<file path="src/rtl/compute_t_pkg.sv">
// rtl/compute_t_pkg.sv - shared IDCT constants: FSM encodings, widths and the C coefficient table
package compute_t_pkg;

  localparam int CT_ACC_W   = 40;
  localparam int CT_T_SHIFT = 8;

  typedef logic [1:0] ct_state_t;

  localparam ct_state_t S_CT_IDLE  = 2'd0;
  localparam ct_state_t S_CT_RUN   = 2'd1;
  localparam ct_state_t S_CT_FLUSH = 2'd2;
  localparam ct_state_t S_CT_DONE  = 2'd3;

  // DCT basis scaled by 4096/sqrt(8); row index is the frequency k, column index the sample c
  localparam logic signed [15:0] IDCT_C [0:7][0:7] = '{
    '{ 16'sd1448,  16'sd1448,  16'sd1448,  16'sd1448,  16'sd1448,  16'sd1448,  16'sd1448,  16'sd1448},
    '{ 16'sd2008,  16'sd1702,  16'sd1137,  16'sd399,  -16'sd399,  -16'sd1137, -16'sd1702, -16'sd2008},
    '{ 16'sd1892,  16'sd783,  -16'sd783,  -16'sd1892, -16'sd1892, -16'sd783,   16'sd783,   16'sd1892},
    '{ 16'sd1702, -16'sd399,  -16'sd2008, -16'sd1137,  16'sd1137,  16'sd2008,  16'sd399,  -16'sd1702},
    '{ 16'sd1448, -16'sd1448, -16'sd1448,  16'sd1448,  16'sd1448, -16'sd1448, -16'sd1448,  16'sd1448},
    '{ 16'sd1137, -16'sd2008,  16'sd399,   16'sd1702, -16'sd1702, -16'sd399,   16'sd2008, -16'sd1137},
    '{ 16'sd783,  -16'sd1892,  16'sd1892, -16'sd783,  -16'sd783,   16'sd1892, -16'sd1892,  16'sd783},
    '{ 16'sd399,  -16'sd1137,  16'sd1702, -16'sd2008,  16'sd2008, -16'sd1702,  16'sd1137, -16'sd399}
  };

  function automatic logic signed [15:0] idct_coef(input logic [2:0] k, input logic [2:0] c);
    return IDCT_C[k][c];
  endfunction

endpackage

</file>
<file path="src/rtl/idct_c_rom.sv">
// rtl/idct_c_rom.sv - combinational lookup of C[k][c]
module idct_c_rom
  import compute_t_pkg::*;
(
  input  logic        [2:0]  k_i,
  input  logic        [2:0]  c_i,
  output logic signed [15:0] coef_o
);

  assign coef_o = idct_coef(k_i, c_i);

endmodule

</file>
<file path="src/rtl/compute_t.sv">
// rtl/compute_t.sv - computes T = S' x C for one 8x8 block, S' from DPRAM0, T to DPRAM1
// Two-stage pipe: address issue, then multiply-accumulate with a registered write on the 8th term.
module compute_t
  import compute_t_pkg::*;
#(
  parameter int ACC_W   = CT_ACC_W,
  parameter int T_SHIFT = CT_T_SHIFT
) (
  input  logic        CLOCK_50_I,
  input  logic        Resetn,
  input  logic        CT_start,
  output logic        CT_done,
  output logic [6:0]  CT_read_address,
  input  logic [31:0] CT_read_data,
  output logic [5:0]  CT_write_address,
  output logic [31:0] CT_write_data,
  output logic        CT_write_enable
);

  ct_state_t state_q, state_d;
  logic [8:0]  idx_q, idx_d;            // {r, c, k} of the address being issued
  logic        flush_q, flush_d;
  logic        pipe_vld_q, pipe_vld_d;
  logic [8:0]  pipe_idx_q, pipe_idx_d;  // {r, c, k} of the data arriving this cycle
  logic signed [ACC_W-1:0] acc_q, acc_d;
  logic        we_q, we_d;
  logic [5:0]  waddr_q, waddr_d;
  logic [31:0] wdata_q, wdata_d;

  logic signed [15:0]      s_val;
  logic signed [15:0]      coef;
  logic signed [31:0]      prod;
  logic signed [ACC_W-1:0] prod_ext;
  logic signed [ACC_W-1:0] acc_base;
  logic signed [ACC_W-1:0] sum;
  logic signed [ACC_W-1:0] sum_sh;
  logic                    unused_bits;

  idct_c_rom u_c_rom (
    .k_i    (pipe_idx_q[2:0]),
    .c_i    (pipe_idx_q[5:3]),
    .coef_o (coef)
  );

  assign s_val    = CT_read_data[15:0];
  assign prod     = s_val * coef;
  assign prod_ext = ACC_W'(prod);
  assign acc_base = (pipe_idx_q[2:0] == 3'd0) ? '0 : acc_q;
  assign sum      = acc_base + prod_ext;
  assign sum_sh   = sum >>> T_SHIFT;

  assign unused_bits = ^{CT_read_data[31:16], sum_sh[ACC_W-1:32]};

  always_comb begin
    state_d    = state_q;
    idx_d      = idx_q;
    flush_d    = flush_q;
    pipe_vld_d = 1'b0;
    pipe_idx_d = pipe_idx_q;
    acc_d      = acc_q;
    we_d       = 1'b0;
    waddr_d    = waddr_q;
    wdata_d    = wdata_q;

    case (state_q)
      S_CT_IDLE: begin
        if (CT_start) state_d = S_CT_RUN;
      end
      S_CT_RUN: begin
        pipe_vld_d = 1'b1;
        pipe_idx_d = idx_q;
        idx_d      = idx_q + 9'd1;
        flush_d    = 1'b0;
        if (idx_q == 9'd511) state_d = S_CT_FLUSH;
      end
      S_CT_FLUSH: begin
        flush_d = 1'b1;
        if (flush_q) state_d = S_CT_DONE;
      end
      default: begin
        state_d = S_CT_IDLE;
      end
    endcase

    if (pipe_vld_q) begin
      acc_d = sum;
      if (pipe_idx_q[2:0] == 3'd7) begin
        we_d    = 1'b1;
        waddr_d = pipe_idx_q[8:3];
        wdata_d = sum_sh[31:0];
      end
    end
  end

  always_ff @(posedge CLOCK_50_I) begin
    if (!Resetn) begin
      state_q    <= S_CT_IDLE;
      idx_q      <= '0;
      flush_q    <= 1'b0;
      pipe_vld_q <= 1'b0;
      pipe_idx_q <= '0;
      acc_q      <= '0;
      we_q       <= 1'b0;
      waddr_q    <= '0;
      wdata_q    <= '0;
    end else begin
      state_q    <= state_d;
      idx_q      <= idx_d;
      flush_q    <= flush_d;
      pipe_vld_q <= pipe_vld_d;
      pipe_idx_q <= pipe_idx_d;
      acc_q      <= acc_d;
      we_q       <= we_d;
      waddr_q    <= waddr_d;
      wdata_q    <= wdata_d;
    end
  end

  // Row r of S' lives at {1, r, k}; the column counter does not affect the read address
  assign CT_read_address  = {1'b1, idx_q[8:6], idx_q[2:0]};
  assign CT_done          = (state_q == S_CT_DONE);
  assign CT_write_enable  = we_q;
  assign CT_write_address = waddr_q;
  assign CT_write_data    = wdata_q;

endmodule

</file>
<file path="config.mk">
export PLATFORM = sky130hd
export DESIGN_NAME = compute_t
export DESIGN_NICKNAME = d
export VERILOG_FILES = /design/src/rtl/compute_t_pkg.sv /design/src/rtl/idct_c_rom.sv /design/src/rtl/compute_t.sv
export SDC_FILE = /design/constraint.sdc
export NUM_CORES = 1
export LEC_CHECK = 0
export BUFFER_PORTS_ARGS = -buffer_cell sky130_fd_sc_hd__buf_4
export CORE_UTILIZATION = 30
export CTS_CLUSTER_SIZE = 10
export DETAILED_ROUTE_END_ITERATION = 8
export PLACE_DENSITY_LB_ADDON = 0.3
export SETUP_SLACK_MARGIN = 0.4
export SLEW_MARGIN = 20
export SYNTH_ARGS = -nofsm -noshare
export SYNTH_HDL_FRONTEND = slang
export SYNTH_HIERARCHICAL = 1
export SYNTH_SLANG_ARGS = --single-unit
</file>
<file path="constraint.sdc">
create_clock -name CLOCK_50_I -period 9.2 [get_ports CLOCK_50_I]
set_clock_uncertainty 0.2 [all_clocks]
set_input_delay 0.46 -clock CLOCK_50_I [delete_from_list [all_inputs] [get_ports CLOCK_50_I]]
set_output_delay 0.46 -clock CLOCK_50_I [all_outputs]
set_load 0.01 [all_outputs]
</file>
## Word level (Yosys, flattened, before mapping)

Memories as Yosys holds them, arrays and structs flattened.
Index checks and enable logic that the tools add are counted.

| storage, ports and cells | value |
|---|---|
| memories | 1 |
| output and inout port bits | 47 |
| bits of input ports | 35 |
| flip-flop bits (word level) | 101 |
| bits in read-only memories | 1024 |
| logic and storage cells | 44 |

Memory list:

| memory | words | width | rd ports | clocked after memory_dff | wr ports | RTL line | source |
|---|---|---|---|---|---|---|---|
| (name not given) | 8 | 128 | 1 | 0 | 0 | compute_t_pkg.sv:27 | `return IDCT_C[k][c];` |

| cells by class | value |
|---|---|
| $add $sub $neg | 2 |
| $mul | 1 |
| magnitude comparators | 2 |
| reduce and logical (&&, ||, !) cells | 6 |
| equality and inequality tests | 8 |
| bitwise gates (word level) | 2 |
| mux-type cells | 13 |

Operators by type and width:

| kind | number |
|---|---|
| two-way mux 128 bit | 2 |
| binary-select mux 16 bit (select 3 bit) | 1 |
| adder 40 x 32 -> 40 bit | 1 |
| two-way mux 40 bit | 1 |
| multiplier 16 x 16 -> 32 bit | 1 |
| two-way mux 16 bit | 2 |
| adder 9 x 1 -> 9 bit (second input constant) | 1 |
| == test 9 bit (second input constant) | 1 |
| greater-or-equal comparator 4 bit (second input constant) | 2 |
| NOT 3 -> 4 bit | 2 |
| two-way mux 2 bit | 3 |
| != test 2 bit (second input constant) | 3 |
| one-hot mux 2 bit (3 select lines) | 1 |
| == test 2 bit (second input constant) | 2 |
| AND reduction 2 bit | 2 |
| == test 3 bit (second input constant) | 1 |
| logical NOT 3 bit | 1 |
| AND reduction 3 bit | 1 |
| == test 2 x 1 -> 1 bit (second input constant) | 1 |
| logical NOT 2 bit | 1 |
| two-way mux 1 bit | 2 |
| one-hot mux 1 bit (2 select lines) | 1 |
| nonzero test 2 bit | 1 |

## Logic depth before layout (Yosys ltp)

Gate-level depths: netlist of run 1.

| depth | value |
|---|---|
| word-level depth | 9 |
| depth in mapped cells | 33 |
| mapped depth without buffers | 30 |

## Modules after synthesis

The synthesis of run 1 kept the hierarchy.

By module, submodules not included:

| module | area an instance (um^2) | cells each | sequential area each (um^2) | times used |
|---|---|---|---|---|
| compute_t | 16538.4 | 1828 | 2021.9 | 1 |
| idct_c_rom | 1432.6 | 223 | 0.0 | 1 |

## Worst setup path after synthesis of run 1

Ideal clock, no wire load.

| path | value |
|---|---|
| kind | reg2reg |
| start | register pipe_idx_q[1] |
| end | register wdata_q[30] (netlist: CT_write_data[30]) |
| buffers on the path | 4 |
| required time | 8.937 ns |
| period minus slack after synthesis | 8.433 ns |
| data arrival time | 8.171 ns |
| path slack | 0.767 ns |
| cell stages (with the launch flop) | 31 |
| setup time | 0.063 ns |
| cell sequence | dfxtp_1 -> clkbuf_1 -> inv_1 -> ha_1 -> clkbuf_1 -> nand2b_1 -> o211ai_1 -> nand2_1 -> mux4_2 -> clkbuf_1 -> nand2_1 -> inv_1 -> fa_1 -> fa_1 -> inv_1 -> fa_1 -> inv_1 -> fa_1 -> fa_1 -> inv_1 -> fa_1 -> inv_1 -> ha_1 -> buf_6 -> a21o_1 -> a221o_1 -> or3_4 -> a21oi_4 -> nor3_2 -> or4_1 -> nand3_1 |

| between the ends | value |
|---|---|
| cells in the longest elaborated chain, start to end | 9 |
| elaborated cells on any way between the ends | 13 |
| classes of those cells | add/sub: 1; mul: 1; eq/ne: 1; mux: 6; bitwise: 1; reduce/logical: 2; memory: 1 |

RTL lines:

| element | RTL line | source |
|---|---|---|
| from (decl) | compute_t.sv:24 | `logic [8:0] pipe_idx_q, pipe_idx_d;` |
| from (signal assigned) | compute_t.sv:111 | `pipe_idx_q <= pipe_idx_d;` |
| NOT 3 -> 4 bit (implied by the code) | compute_t_pkg.sv:27 |  |
| memory read (8 x 128 bit) | -- |  |
| two-way mux 128 bit (implied by the code) (2 in series) | compute_t_pkg.sv:27 |  |
| binary-select mux 16 bit (select 3 bit) | compute_t_pkg.sv:27 |  |
| two-way mux 16 bit (implied by the code) (2 in series) | compute_t_pkg.sv:27 |  |
| net coef[1] | compute_t.sv:31 | `logic signed [15:0] coef;` |
| multiplier 16 x 16 -> 32 bit | compute_t.sv:46 | `assign prod = s_val * coef;` |
| adder 40 x 32 -> 40 bit | compute_t.sv:49 | `assign sum = acc_base + prod_ext;` |
| to (signal assigned) | compute_t.sv:115 | `wdata_q <= wdata_d;` |
| to (decl) | compute_t.sv:28 | `logic [31:0] wdata_q, wdata_d;` |

The timed path passes the listed nets, and every way through them passes these cells. The select of a mux whose other input is x is not followed.
A chain may end at the register's enable or synchronous reset.

## Worst setup path after layout of run 1

| path | value |
|---|---|
| start | register pipe_idx_q[0] |
| end | register wdata_q[30] (netlist: CT_write_data[30]) |

The elaborated chain is that of the path after synthesis.

==> impl_metrics.yaml, run 1 <==
floorplanning:
  dieArea_sq_um: 60900
  start_util_pct: 30.4
  die_w_um: 247
  io_pins: 82
  num_rows: 89
  core_area_sq_um: 59100
  die_y_um: 247
synth:
  synth_top_family_by_area: "adder cells"
  async_flop_share_pct: 0
  synthCells: 2051
  syn_area_per_cell_sq_um: 8.76
  synth_compound_area_share_pct: 9.97
  synth_cell_types: 79
  yosys_warnings: 6
  yosys.area_share.adder_pct: 46.0
  seq_area_frac_synth_pct: 11.3
  syn_nets: 2548
  ys_dominant_reg_cell: "dfxtp_1"
  synth_edf_count: 0
  synth_xor_area_share_pct: 1.71
  synthMuxAreaShare_pct: 2.84
  synth_seq_cells: 101
  synth_simple_gate_area_share_pct: 17.2
  syn-cell-area_sq_um: 18000
worst_setup_path:
  arrival_ps: 8550
  worst_setup_path_start_kind: "register"
  crit_fanout: 16
  endpoint_kind: "register"
  criticalPathCategory: "register to register"
  critPathRequiredTime_ps: 9310
sta:
  post-route-period-util_pct: 91.7
  max_freq_mhz: 118
  maxSlewViolCount: 0
  finalSetupViolCount: 0
  hold_slack_ps: 257
  slew_headroom_pct: 39.5
  timing.setup.tns_ps: 0
  worstMarginPinSlew_ps: 907
  post-route-min-period_ps: 8440
  hold_viol: 0
  rsz0062_at_grt: "no"
cts:
  ctsHoldBuffers: 0
  worst_skew_pair.late_latency_ps: 370
  cts_root_buf: "clkbuf_16"
  numCtsBuffers: 9
  clock_sinks: 101
  clk_pin_slew_ps: 70
  clock_path_buffers: 2
  cts_tree: "done"
  h-tree-depth: 3
detailed_routing:
  initialDrtViolationCount: 832
  wl_per_cell_um: 16.3
  wl_um: 46100
  vias: 13600
  route.detailed.drc: 8
  drtPass1Iterations: 9
  drtAntennaViolNets: 0
  viasPerCell: 4.81
global_route:
  grt_overflow_total: 0
  antenna_found_initial: 0
  grt_pass1_wl_um: 77600
  first_global_vias: 14500
  grt.met2_usage_pct: 26.2
  met1_usage_pct: 22.7
  grt_util_met3_pct: 1.16
  track_usage_pct: 15.9
  grt_max_degree: 55
  top_usage_layer: "met2"
final_layout:
  drive_gt1_share_pct: 7.50
  fill_cells: 6118
  nNetsFinal: 2547
  n_antenna_cell: 0
  area_delta_synth_final_pct: 9.03
placed_design:
  dp_hpwl_um: 37200
  routabilityCongestion: 0.823
  port-buffer-count: 64
job:
  max-cap-violations: 0
outcome:
  status: "complete, but fails checks"
  violations: "design-rule violations"
hold_path:
  hp-class: "register to register"
[metal layers]
metal | wire length [um] | vias up
li1 | - | 6420
met1 | 22100 | 6847
met2 | 21600 | 277
met3 | 1790 | 43
met4 | 701 | 0
met5 | 0 | -
[flip-flops by register name, indices dropped and copies added (netlist names)]
signal / cells
acc_q: 40
CT_write_data: 32
idx_q: 9
pipe_idx_q: 9
CT_write_address: 6
state_q: 2
CT_write_enable: 1
flush_q: 1
pipe_vld_q: 1
[area by class of cell]
| class | count | area [sq um] | area share [%] |
|---|---|---|---|
| Multi-Input combinational cell | 1440 | 14000 | 71.4 |
| Clock inverter | 5 | 109 | 0.556 |
| Clock buffer | 10 | 229 | 1.17 |
| Inverter | 397 | 1490 | 7.61 |
| Tap cell | 773 | 967 | 4.94 |
| Timing Repair Buffer | 101 | 774 | 3.95 |
| Sequential cell | 101 | 2030 | 10.4 |
[logic make-up after synthesis]
kind of cell | after synthesis
and+or+nand+nor | 630
buffers and inverters | 510
AOI/OAI and AO/OA | 266
other | 1
adders and majority gates | 462
xor gates and xnor gates | 35
DFF | 101
muxes | 46
[per-stage QoR]
stage / std cells / setup slack (ps) / instance area [sq um] / util, %
finish: 2827 / 760 / 19600 / 33.1
global route: 2827 / 411 / 19600 / 33.1
CTS: 2825 / 411 / 19500 / 33.0
detailed placement: 2810 / 461 / 19200 / 32.5
global placement: 2810 / 593 / 19200 / 32.5
floorplan: 2051 / 767 / 18000 / -
[cell usage after synthesis (45+ instances only)]
master,instances,area (sq um)
inv_1,394,1480
fa_1,330,6610
nand2_1,228,856
ha_1,132,1650
and2_1,117,732
dfxtp_1,101,2020
nor2_1,94,353
clkbuf_1,77,289
a21oi_1,76,380
nand3_1,64,320
nor2b_1,45,282
[layout by cell type (no fill, tap or decap), types with 4 or more instances in the layout]
| cell | n |
|---|---|
| a211oi_1 | 7 |
| a211o_1 | 5 |
| o21ai_0 | 42 |
| a21oi_1 | 75 |
| and2_1 | 117 |
| buf_4 | 99 |
| o211ai_1 | 18 |
| ha_1 | 130 |
| o21a_1 | 9 |
| a31oi_1 | 17 |
| xor2_1 | 10 |
| nand3_1 | 64 |
| a21o_1 | 14 |
| dfxtp_1 | 98 |
| a41oi_1 | 4 |
| fa_1 | 329 |
| o21ai_1 | 12 |
| inv_2 | 4 |
| or3_1 | 6 |
| nor2b_1 | 45 |
| mux4_2 | 4 |
| inv_1 | 393 |
| nand2_1 | 227 |
| and3_1 | 10 |
| nand2b_1 | 17 |
| nor2_1 | 94 |
| o21bai_1 | 7 |
| nand4b_1 | 6 |
| nand4_1 | 9 |
| mux2i_1 | 42 |
| xnor2_1 | 25 |
| nor3_1 | 12 |
| clkbuf_16 | 9 |
| o311ai_1 | 4 |
[worst paths after layout]
check	cells after the start	from	to	slack (ps)
setup / recovery	25	pipe_idx_q[0]	CT_write_data[30]	760
hold / removal	2	CT_write_address[5]	CT_write_address[5]	260
setup reg to reg	25	pipe_idx_q[0]	CT_write_data[30]	760
hold reg to reg	2	CT_write_address[5]	CT_write_address[5]	260
[worst max-delay path: stages, from the launching register on]
cell	delay (ps)
dfxtp_1	330
inv_1	130
ha_2	490
nand2b_1	230
nor3b_1	260
a31oi_1	80
mux4_2	680
and2_1	250
fa_1	550
fa_2	560
fa_1	640
inv_1	170
fa_1	510
inv_1	50
fa_1	470
inv_1	50
fa_1	470
inv_1	40
ha_1	350
and2_1	190
a221o_1	360
or3_4	430
a21oi_4	210
nor3_2	100
or4_1	510
nand3_1	80
[repair_timing]
action / CTS / global route
setup endpoints to repair: 0 / 23
endpoints found under the hold margin: 0 / 0
resized for setup: 0 / 9
buffers inserted: 0 / 2
Power of run 1 is left out: the tool's default activity adds up to more than one toggle a clock period on the data nets, which glitch-free logic cannot reach.
==> run 2, diff against run 1 <==
Clock period 9.2 ns to 8.4 ns, I/O delays scaled along.
==> impl_metrics.yaml, run 2 (same netlist as run 1, synthesis figures left out) <==
final_layout:
  mostFrequentLayoutCells: "inv_1, fa_1, nand2_1, buf_4, ha_1"
  area_delta_synth_final_pct: 16.8
  n_antenna_cell: 0
  largest_register_ffs: 40
  layout_commonest_cell: "inv_1"
  fill_cells: 6040
  drive_gt1_share_pct: 16.0
  nNetsFinal: 2651
  largest_register: "acc_q"
detailed_routing:
  route.detailed.drc: 10
  drtAntennaViolNets: 0
  route.met2.wl_um: 23300
  wl_per_cell_um: 16.9
  routed-wl-met3_um: 1990
  viasPerCell: 4.79
  wl_um: 49500
  initialDrtViolationCount: 793
  maxUsedRoutingLayer: "met4"
  wl_met1_um: 23400
  drtPass1Iterations: 7
  vias: 14100
sta:
  max_freq_mhz: 127
  finalSetupViolCount: 0
  post-route-min-period_ps: 7860
  slew_headroom_pct: 32.6
  hold_viol: 0
  rsz0062_at_grt: "yes"
  maxSlewViolCount: 0
  worstMarginPinSlew_ps: 1010
  post-route-period-util_pct: 93.6
  timing.setup.tns_ps: 0
cts:
  worst_skew_pair.late_latency_ps: 370
  cts_root_buf: "clkbuf_16"
  cts_tree: "done"
  clock_path_buffers: 2
  h-tree-depth: 3
  clock_sinks: 101
  numCtsBuffers: 9
  clk_pin_slew_ps: 70
  ctsHoldBuffers: 0
worst_setup_path:
  path_common_cell: "fa_1"
  worstRegToRegCells: 27
  crit_fanout: 5
  critPathBufInv: 6
  crit_path_start: "pipe_idx_q[0]"
  endpoint_kind: "register"
  critPathRequiredTime_ps: 8460
  criticalPathCategory: "register to register"
  crit_family: "adder cells"
  cpPeakStageDelay_ps: 610
  cp_slowest_cell: "fa_2"
  worst_setup_path_start_kind: "register"
  rrSetupSlack_ps: 540
  r2r_start: "pipe_idx_q[0]"
  r2r_end: "acc_q[36]"
  arrival_ps: 7920
global_route:
  grt_max_degree: 84
  antenna_found_initial: 0
  first_global_vias: 14700
  grt_pass1_wl_um: 80500
  track_usage_pct: 16.7
  grt_overflow_total: 0
floorplanning:
  die_w_um: 247
  io_pins: 82
  start_util_pct: 30.4
  num_rows: 89
  core_area_sq_um: 59100
  dieArea_sq_um: 60900
  die_y_um: 247
job:
  max-cap-violations: 0
placed_design:
  routabilityCongestion: 0.835
  port-buffer-count: 64
  dp_hpwl_um: 38700
outcome:
  violations: "design-rule violations"
  status: "complete, but fails checks"
hold_path:
  hp-class: "register to register"
  hold_depth: 2
  holdPathEnd: "CT_write_address[5]"
  hold_start: "pipe_idx_q[8]"
## run 2: cell count changes in the layout (fill, tap and decap cells not counted), sizes merged
cell	previous run	this run
o21ai	55	56
buf	101	202
clkinv	0	3
clkbuf	10	12
inv	398	397
bufinv	3	1
## run 2: area by class of cell
| type | instances | area [sq um] | area share [%] |
|---|---|---|---|
| multi-input combinational | 1441 | 14500 | 69.0 |
| sequential | 101 | 2040 | 9.71 |
| timing repair buffer | 204 | 1710 | 8.15 |
| inverter | 397 | 1490 | 7.12 |
| tap | 773 | 967 | 4.61 |
| clock buffer | 10 | 239 | 1.14 |
| clock inverter | 5 | 60.1 | 0.286 |
## run 2: worst max path at each step
stage / slack, ps / end / cells past startpoint
6_report: 540 / acc_q[36] / 27
5_1_grt: 350 / CT_write_data[31] / 29
4_1_cts: 360 / CT_write_data[30] / 30
3_5_place_dp: 40 / CT_write_data[29] / 31
3_3_place_gp: 20 / CT_write_data[29] / 31
2_1_floorplan: 430 / CT_write_data[30] / 30
## run 2: repair_timing
action	4_1_cts	5_1_grt
cloned	1	2
setup endpoints to repair	35	46
buffers inserted	7	34
pin swaps	5	54
gates resized for setup	19	119
## run 2: routing by layer
layer / global-route usage (%) / vias up
li1: - / 6621
met1: 23.4 / 7117
met2: 27.4 / 269
met3: 1.78 / 47
met4: 4.14 / 0
met5: 0 / -
## run 2: worst reg2reg max path, stage by stage, from the launching register on
cell        delay [ps]
dfxtp_4            370
clkinvlp_4         120
buf_6              140
ha_4               300
nand2b_4           160
nor3b_2            160
a31oi_1             60
mux4_2             580
and2_4             190
fa_2               610
inv_1               80
fa_1               540
inv_1               60
fa_1               510
inv_1               60
fa_1               550
fa_1               470
fa_1               510
inv_1               70
ha_4               240
a21o_1             210
a31oi_2            200
o21ai_2             90
or3_4              410
a21oi_4            260
nor4_4              80
o311a_1            290
a32o_1             210
## run 2: metrics by stage
stage	hold WS [ps]	instances	util (%)	worst slack, ps	area [sq um]
6_report	258	2931	35.5	541	21000
5_1_grt	278	2931	35.5	346	21000
4_1_cts	258	2895	34.1	356	20200
3_5_place_dp	248	2872	33.4	44.3	19700
3_3_place_gp	244	2872	33.4	17.4	19700
2_1_floorplan	231	2051	-	431	18000
Power of run 2 is left out for the same reason.
==> run 3, diff against run 2 <==
Settings changed: BUFFER_PORTS_ARGS -buffer_cell sky130_fd_sc_hd__buf_4 to unset, DONT_BUFFER_PORTS set to 1, SYNTH_HIERARCHICAL 1 to unset.
==> impl_metrics.yaml, run 3 <==
synth:
  syn_nets: 2484
  yosysTopAreaCell: "fa_1"
  synth_seq_cells: 101
  async_flop_share_pct: 0
  yosysMostFrequentCell: "inv_1"
  synthCells: 1994
  yosys_warnings: 0
  syn_area_per_cell_sq_um: 8.83
  synth_edf_count: 0
  synth_commonest_cells: "inv_1, fa_1, nand2_1"
  syn-cell-area_sq_um: 17600
  ys_dominant_reg_cell: "dfxtp_1"
  synth_top_area_share_pct: 36.2
  synthTopCellsByArea: "fa_1, dfxtp_1, ha_1"
  synth_cell_types: 69
  seq_area_frac_synth_pct: 11.5
global_route:
  grt_pass1_wl_um: 81400
  first_global_vias: 14700
  antenna_found_initial: 0
  grt_max_degree: 72
  grt_overflow_total: 0
  track_usage_pct: 17.3
worst_setup_path:
  r2r_end: "acc_q[38]"
  crit_fanout: 8
  cp_slowest_cell: "fa_2"
  path_common_cell: "buf_4"
  cpPeakStageDelay_ps: 640
  criticalPathCategory: "register to register"
  worst_setup_path_start_kind: "register"
  critPathRequiredTime_ps: 8430
  arrival_ps: 7980
  endpoint_kind: "register"
  rrSetupSlack_ps: 440
  r2r_start: "pipe_idx_q[2]"
  worstRegToRegCells: 34
outcome:
  status: "finished clean"
sta:
  slew_headroom_pct: 36.9
  rsz0062_at_grt: "yes"
  hold_viol: 0
  worstMarginPinSlew_ps: 946
  post-route-min-period_ps: 7960
  finalSetupViolCount: 0
  hold_slack_ps: 14.8
  max_freq_mhz: 126
  maxSlewViolCount: 0
  post-route-period-util_pct: 94.7
job:
  max-cap-violations: 0
final_layout:
  largest_register_ffs: 40
  n_antenna_cell: 0
  drive_gt1_share_pct: 19.6
  largest_register: "acc_q"
  area_delta_synth_final_pct: 21.6
  nNetsFinal: 2628
  layout_commonest_cell: "inv_1"
  mostFrequentLayoutCells: "inv_1, fa_1, buf_4, nand2_1, ha_1"
  fill_cells: 5919
placed_design:
  routabilityCongestion: 0.894
  port-buffer-count: 0
  dp_hpwl_um: 38800
floorplanning:
  dieArea_sq_um: 59700
  core_area_sq_um: 57800
  io_pins: 82
  die_y_um: 244
  die_w_um: 244
  start_util_pct: 30.5
  num_rows: 88
cts:
  h-tree-depth: 3
  clock_path_buffers: 2
  worst_skew_pair.late_latency_ps: 370
  cts_tree: "done"
  clock_sinks: 101
  numCtsBuffers: 9
  cts_root_buf: "clkbuf_16"
  clk_pin_slew_ps: 80
detailed_routing:
  vias: 13600
  route.detailed.drc: 0
  wl_per_cell_um: 17.3
  viasPerCell: 4.69
  drtPass1Iterations: 5
  initialDrtViolationCount: 694
  wl_um: 50400
  drtAntennaViolNets: 0
hold_path:
  hold_depth: 2
  hp-class: "input pin to register"
  hold_start: "Resetn"
  holdPathEnd: "acc_q[28]"
-- run 3: cell types whose count changed in the layout (fill, tap and decap cells not counted), moves of 15 or more --
cell / previous run / this run
nor2_1: 92 / 71
and2_1: 113 / 98
fa_1: 321 / 302
nand3_1: 63 / 13
nand2_1: 219 / 166
nor2b_1: 43 / 101
a21boi_0: 3 / 23
-- run 3: cells by family (layout without fill, tap and decap cells) --
| logic type | Yosys count | after routing | synth area share, % |
|---|---|---|---|
| AOI/OAI and AO/OA | 271 | 271 | 9.85 |
| xor gates and xnor gates | 53 | 53 | 2.64 |
| adders and majority gates | 456 | 456 | 46.0 |
| buffers and inverters | 502 | 651 | 10.9 |
| DFF | 101 | 101 | 11.5 |
| muxes | 51 | 51 | 3.07 |
| other | 1 | 1 | 0.0213 |
| and+or+nand+nor | 559 | 559 | 16.1 |
-- run 3: how the worst max path moves through the flow --
stage                   from                 to  slack (ps)  cells after the start
6_report       pipe_idx_q[2]          acc_q[38]         440                     34
2_1_floorplan  pipe_idx_q[0]  CT_write_data[29]         410                     30
4_1_cts        pipe_idx_q[0]  CT_write_data[29]         390                     36
3_5_place_dp   pipe_idx_q[0]  CT_write_data[29]        -390                     29
3_3_place_gp   pipe_idx_q[0]  CT_write_data[29]        -380                     31
5_1_grt        pipe_idx_q[0]          acc_q[38]         170                     34
-- run 3: critical path: cells and delay by family (launching register included) --
kind | cells | cell delay, ps
flops | 1 | 380
fa+ha+maj | 7 | 3160
compound gates | 13 | 1930
simple gates | 2 | 560
xor+xnor | 1 | 160
buf+inv | 11 | 1390
-- run 3: routing by layer --
| metal | GRT usage (%) | vias up | routed length (um) |
|---|---|---|---|
| met2 | 30.9 | 199 | 26000 |
| met5 | 0 | - | 0 |
| met3 | 1.98 | 29 | 1550 |
| li1 | - | 6424 | - |
| met4 | 3.31 | 0 | 592 |
| met1 | 22.5 | 6985 | 22200 |
-- run 3: per-stage QoR --
step	cell area, sq um	utilization (%)	cells	setup TNS, ps	worst slack [ps]
2_1_floorplan	17700	-	1994	0	406
3_3_place_gp	19700	34.0	2844	-2290	-377
3_5_place_dp	19700	34.0	2844	-2670	-389
4_1_cts	20600	35.6	2878	0	389
5_1_grt	21400	37.0	2908	0	173
6_report	21400	37.0	2908	0	445
-- run 3: cell type report --
type                       instances  area, sq um  share of cell area (%)
sequential                       101         2030                    9.50
clock inverter                     6         62.6                   0.292
inverter                         407         1540                    7.19
timing repair buffer             228         2060                    9.61
tap                              765          957                    4.47
clock buffer                      10          229                    1.07
multi-input combinational       1391        14500                    67.9
-- run 3: repair_timing --
action,4_1_cts,5_1_grt
pin swaps,40,97
cloned,0,4
setup buffers,11,25
gates resized for setup,94,141
endpoints found under the setup margin,43,40
endpoints found under the hold margin,71,2
hold buffers,7,1
Power of run 3 is left out for the same reason.
